### src/rtl/crc_pkg.sv
// Shared definitions for the CRC stream engine.
//   state_e   : FSM state encoding (IDLE=0, BUSY=1, HOLD=2)
//   CRC9_POLY : default generator x^9+x^8+x^5+x^4+x+1 without the x^9 term
package crc_pkg;

  typedef enum logic [1:0] {
    StIdle = 2'd0,
    StBusy = 2'd1,
    StHold = 2'd2
  } state_e;

  localparam logic [8:0] CRC9_POLY = 9'h133;

endpackage

### src/rtl/crc_step_comb.sv
// Combinational CRC update: applies STEP data bits, MSB first, to crc_i.
// Non-reflected; the update for each bit is:
//   fb  = crc[CRC_W-1] ^ bit
//   crc = {crc[CRC_W-2:0], 0} ^ (fb ? POLY : 0)
// Ports:
//   crc_i  : running CRC before this step
//   data_i : STEP data bits, data_i[STEP-1] is applied first
//   crc_o  : CRC after all STEP bits
module crc_step_comb #(
  parameter int unsigned          CRC_W = 9,
  parameter logic [CRC_W-1:0]     POLY  = 9'h133,
  parameter int unsigned          STEP  = 16
) (
  input  logic [CRC_W-1:0] crc_i,
  input  logic [STEP-1:0]  data_i,
  output logic [CRC_W-1:0] crc_o
);

  always_comb begin
    logic [CRC_W-1:0] crc;
    logic             fb;
    crc = crc_i;
    fb  = 1'b0;
    for (int i = 0; i < int'(STEP); i++) begin
      fb  = crc[CRC_W-1] ^ data_i[STEP-1-i];
      crc = {crc[CRC_W-2:0], 1'b0} ^ (fb ? POLY : '0);
    end
    crc_o = crc;
  end

endmodule

### src/rtl/crc_stream_engine.sv
// Streaming CRC engine: accepts frame words on a valid/ready stream, folds
// STEP bits per BUSY cycle into the running CRC, and presents one final CRC
// per frame on a valid/ready output.
// Ports:
//   clk, rst              : clock (rising edge), async active-high reset
//   in_valid / in_ready   : input word handshake
//   in_data               : input word, MSB processed first
//   in_first / in_last    : frame delimiters, qualified by in_valid
//   out_valid / out_ready : final CRC handshake
//   out_crc               : crc ^ XOROUT while out_valid, else 0
module crc_stream_engine
  import crc_pkg::*;
#(
  parameter int unsigned      CRC_W  = 9,
  parameter logic [CRC_W-1:0] POLY   = CRC_W'(CRC9_POLY),
  parameter int unsigned      DATA_W = 16,
  parameter int unsigned      STEP   = 16,
  parameter logic [CRC_W-1:0] INIT   = '0,
  parameter logic [CRC_W-1:0] XOROUT = '0
) (
  input  logic              clk,
  input  logic              rst,
  input  logic              in_valid,
  output logic              in_ready,
  input  logic [DATA_W-1:0] in_data,
  input  logic              in_first,
  input  logic              in_last,
  output logic              out_valid,
  input  logic              out_ready,
  output logic [CRC_W-1:0]  out_crc
);

  localparam int unsigned N    = DATA_W / STEP;
  localparam int unsigned CntW = (N > 1) ? $clog2(N) : 1;

  if (STEP == 0 || (DATA_W % STEP) != 0) begin : g_bad_step
    $error("crc_stream_engine: DATA_W must be a non-zero multiple of STEP");
  end
  if (CRC_W < 2 || CRC_W > 32) begin : g_bad_crc_w
    $error("crc_stream_engine: CRC_W must be in 2..32");
  end

  state_e            state_q, state_d;
  logic [CRC_W-1:0]  crc_q, crc_d;
  logic [DATA_W-1:0] sreg_q, sreg_d;
  logic [CntW-1:0]   cnt_q, cnt_d;
  logic              last_q, last_d;
  logic [CRC_W-1:0]  crc_step;

  crc_step_comb #(
    .CRC_W (CRC_W),
    .POLY  (POLY),
    .STEP  (STEP)
  ) u_step (
    .crc_i  (crc_q),
    .data_i (sreg_q[DATA_W-1 -: STEP]),
    .crc_o  (crc_step)
  );

  always_ff @(posedge clk or posedge rst) begin
    if (rst) begin
      state_q <= StIdle;
      crc_q   <= INIT;
      sreg_q  <= '0;
      cnt_q   <= '0;
      last_q  <= 1'b0;
    end else begin
      state_q <= state_d;
      crc_q   <= crc_d;
      sreg_q  <= sreg_d;
      cnt_q   <= cnt_d;
      last_q  <= last_d;
    end
  end

  always_comb begin
    state_d   = state_q;
    crc_d     = crc_q;
    sreg_d    = sreg_q;
    cnt_d     = cnt_q;
    last_d    = last_q;
    in_ready  = 1'b0;
    out_valid = 1'b0;
    out_crc   = '0;

    unique case (state_q)
      StIdle: begin
        in_ready = 1'b1;
        if (in_valid) begin
          sreg_d  = in_data;
          last_d  = in_last;
          // Without in_first the running CRC carries on from the previous word.
          if (in_first) crc_d = INIT;
          cnt_d   = CntW'(N - 1);
          state_d = StBusy;
        end
      end
      StBusy: begin
        crc_d  = crc_step;
        sreg_d = sreg_q << STEP;
        cnt_d  = cnt_q - 1'b1;
        if (cnt_q == '0) state_d = last_q ? StHold : StIdle;
      end
      StHold: begin
        out_valid = 1'b1;
        out_crc   = crc_q ^ XOROUT;
        if (out_ready) begin
          // Reload so a following word without in_first starts a fresh frame.
          crc_d   = INIT;
          state_d = StIdle;
        end
      end
      default: state_d = StIdle;
    endcase
  end

endmodule
### config.mk
export PLATFORM = sky130hd
export DESIGN_NAME = crc_stream_engine
export DESIGN_NICKNAME = d
export VERILOG_FILES = /design/src/rtl/crc_pkg.sv /design/src/rtl/crc_step_comb.sv /design/src/rtl/crc_stream_engine.sv
export SDC_FILE = /design/constraint.sdc
export NUM_CORES = 1
export LEC_CHECK = 0
export ABC_AREA = 1
export CAP_MARGIN = 10
export CORE_MARGIN = 3
export CORE_UTILIZATION = 48
export CTS_CLUSTER_DIAMETER = 120
export DETAILED_ROUTE_END_ITERATION = 12
export GPL_TIMING_DRIVEN = 0
export PLACE_DENSITY = 0.78
export SLEW_MARGIN = 10
export SYNTH_ARGS = -nofsm -noshare
export SYNTH_HDL_FRONTEND = slang
export SYNTH_SLANG_ARGS = --single-unit
### constraint.sdc
create_clock -name clk -period 2.2 [get_ports clk]
set_input_delay 0.22 -clock clk [delete_from_list [all_inputs] [get_ports clk]]
set_output_delay 0.22 -clock clk [all_outputs]
set_load 0.1 [all_outputs]
==> results.txt <==
Initial DRT Pass Iterations: 4
hold depth: 1
internal reg-to-reg setup slack: -230 ps
largest net degree at the start of global routing: 30
Mapped Nets: 319
Area after DPL: 2390 um^2
layout cell share with drive strength beyond 1: 30.6%
fin nets: 370
RR Startpoint: crc_q[8]
total gr overflow: 0
Worst EP required: 2380 ps
total negative slack: -590 ps
worst min-delay path endpoint: last_q
antenna viol nets, final: 0
initial antenna violation count: 0
# rows: 22
antenna diode count: 0
Root Driver: clkbuf_8
top-count cell post-synth: nand2_1
RSZ-0062 raised after global routing: yes
post-synth top area cell: dfrtp_1
final non-filler cell total: 394
Top cell by count, worst path: nand2_2
Post-Route WL: 5720 um
Via Count: 2,090
cts bufs inserted: 5
Max-Cap Viols: 0
HP Class: flop to flop
period utilization: 110%
Least-Margin Pin Slew: 1110 ps
number of port buffers: 32
Synth Flop Type: dfrtp_1
Final Cell Area: 2740 um^2
Die X: 70.3 um
cts-stage hold buffer count: 0
critical path peak fanout: 5
CORE AREA: 3830 um^2
failing checks: negative setup slack
GR Util All Layers: 21.6%
worst setup margin: -226 ps
starting density of the core: 51.8%
post-synthesis instance total: 294
Final setup viols: 3
Clock Latency Late Sink: 290 ps
crit path launch type: flop
hold path startpoint: last_q
family with the most delay on the worst path: simple AND/OR/NAND/NOR gates
full die area: 4940 um^2
Place WS: -545 ps
Die H: 70.3 um
status: finished with violations
Synth top area share: 36.6%
CP max stage delay: 480 ps
CP endpoint kind: flop
# H-tree levels: 2
CTS sink count: 29
Yosys warning total: 0
Critical R2R Capture: crc_q[8]
CP startpoint: crc_q[8]
#FFs+latches synth: 29
Avg WL per Cell: 14.5 um
clock buffer depth: 2
data arrival time of the worst path: 2610 ps
Avg Cell Area, Syn: 6.74 um^2
Relative slew margins: 26.2%
CTS tree: yes
cell-by-cell trace of the critical path: inv_4 > nand2_4 > nand2_4 > nand3_2 > nand2_2 > inv_1 > nand2_1 > nand2_2 > or2_4 > nand3_2 > nand2_2 > inv_2 > nand3_2 > nand2_2 > nand2_2 > nand2_2 > nand2_2 > nand2_2 > nand2_2 > nand3_2 > nand2_1
fmax: 412 MHz
hpwl dp: 3540 um
final slew viol count: 0
DR iter-0 viols: 199
residual DRC count: 0
Worst R2R Path Depth: 21
clk_skew: 7.56 ps
Synth Cell Area: 1980 um^2
Final Wtd Congestion: 0.866
final hold violation count: 0
Seq/Total Area, Yosys: 36.6%
Crit-path slowest cell: dfrtp_2
number of flops mapped to enable cells by yosys: 0
IO Count: 33
CTS clk-pin slew, worst paths: 70 ps
Buf+Inv Stages, Crit Path: 3
placed cell count: 374
crit path time final: 2430 ps
most frequent cells after synthesis: 92 x nand2_1, 57 x inv_1, 40 x nand3_1, 29 x dfrtp_1, 21 x o21ai_0
vias per cell: 5.30
Synth cell types: 22
synth top area cells: dfrtp_1 37%, nand2_1 17%, inv_1 11%, nand3_1 10%, o21ai_0 5.3%
fraction of registers with async set/reset: 100%
first-pass GRT wire length: 8500 um
Syn-to-layout area delta: 38.4%
CP Class: flop to flop
vias in the first global route: 1,940
## worst max path at each step
| stage | endpoint | slack (ps) | cells after the start |
|---|---|---|---|
| after CTS | crc_q[4] | -30 | 21 |
| after detailed placement | out_crc[2] | -540 | 6 |
| after global placement | out_crc[2] | -500 | 6 |
| final | crc_q[8] | -230 | 21 |
| after global routing | crc_q[4] | -390 | 24 |
| after floorplan | crc_q[2] | 110 | 10 |
## state kept, by name, summed over array words and instances (netlist names)
name / flops
crc_q: 9
last_q: 1
state_q: 2
cnt_q: 1
sreg_q: 16
## placed cells by master, fill, tap and decap left out, types with 3 or more instances in the layout
cell	instances
buf_2	9
buf_4	12
clkbuf_2	3
clkbuf_8	7
clkdlybuf4s50_1	21
dfrtp_1	27
inv_1	50
inv_2	6
nand2_1	64
nand2_2	34
nand2_4	6
nand3_1	31
nand3_2	11
o21ai_0	21
o22ai_1	5
xor2_1	9
## worst register-to-register path, cell delays in order, from the launching register on
cell	delay [ps]
dfrtp_2	480
inv_4	120
nand2_4	70
nand2_4	80
nand3_2	80
nand2_2	100
inv_1	50
nand2_1	80
nand2_2	80
or2_4	240
nand3_2	60
nand2_2	70
inv_2	60
nand3_2	100
nand2_2	110
nand2_2	70
nand2_2	90
nand2_2	80
nand2_2	110
nand2_2	60
nand3_2	70
nand2_1	50
## cell families (layout without fill, tap and decap cells)
family	count (synthesis)	in the layout	share of synthesized area (%)
multiplexers	1	1	0.568
AO/OA/AOI/OAI	30	30	7.89
buffers and inverters	64	116	12.1
XOR/XNOR	14	14	6.57
flip-flops	29	29	36.6
AND/OR/NAND/NOR	153	153	34.3
adder cells (fa/ha/maj)	3	3	1.89
## layer usage
layer  GRT usage (%)  vias up  part of all wire (%)
met4            6.81        0                   1.5
met1            27.5      999                    41
met5               0        -                     0
met3            4.60        9                   5.7
met2            36.2       74                    52
li1                -     1008                     -
## area by class of cell
cell class / count / area, um^2
Multi-Input combinational cell: 201 / 1240
Fill cell: 295 / 1080
Sequential cell: 29 / 728
Timing Repair Buffer: 44 / 363
Inverter: 59 / 230
Clock buffer: 7 / 96.3
Tap cell: 48 / 60.1
Buffer: 5 / 22.5
Clock inverter: 1 / 5.00
## through the flow
stage | hold slack, ps | util, %
final | 514 | 71.7
after CTS | 520 | 68.3
after detailed placement | 510 | 62.4
after floorplan | 298 | -
after global placement | 492 | 62.4
after global routing | 528 | 71.7
## repair_timing
action                     in CTS  in global routing
setup endpoints to repair      37                 33
pin swaps                       7                 13
gates resized for setup        61                 54
buffers inserted                6                  6
Power is left out: the tool's default activity adds up to more than one toggle a clock period on the data nets, which glitch-free logic cannot reach.
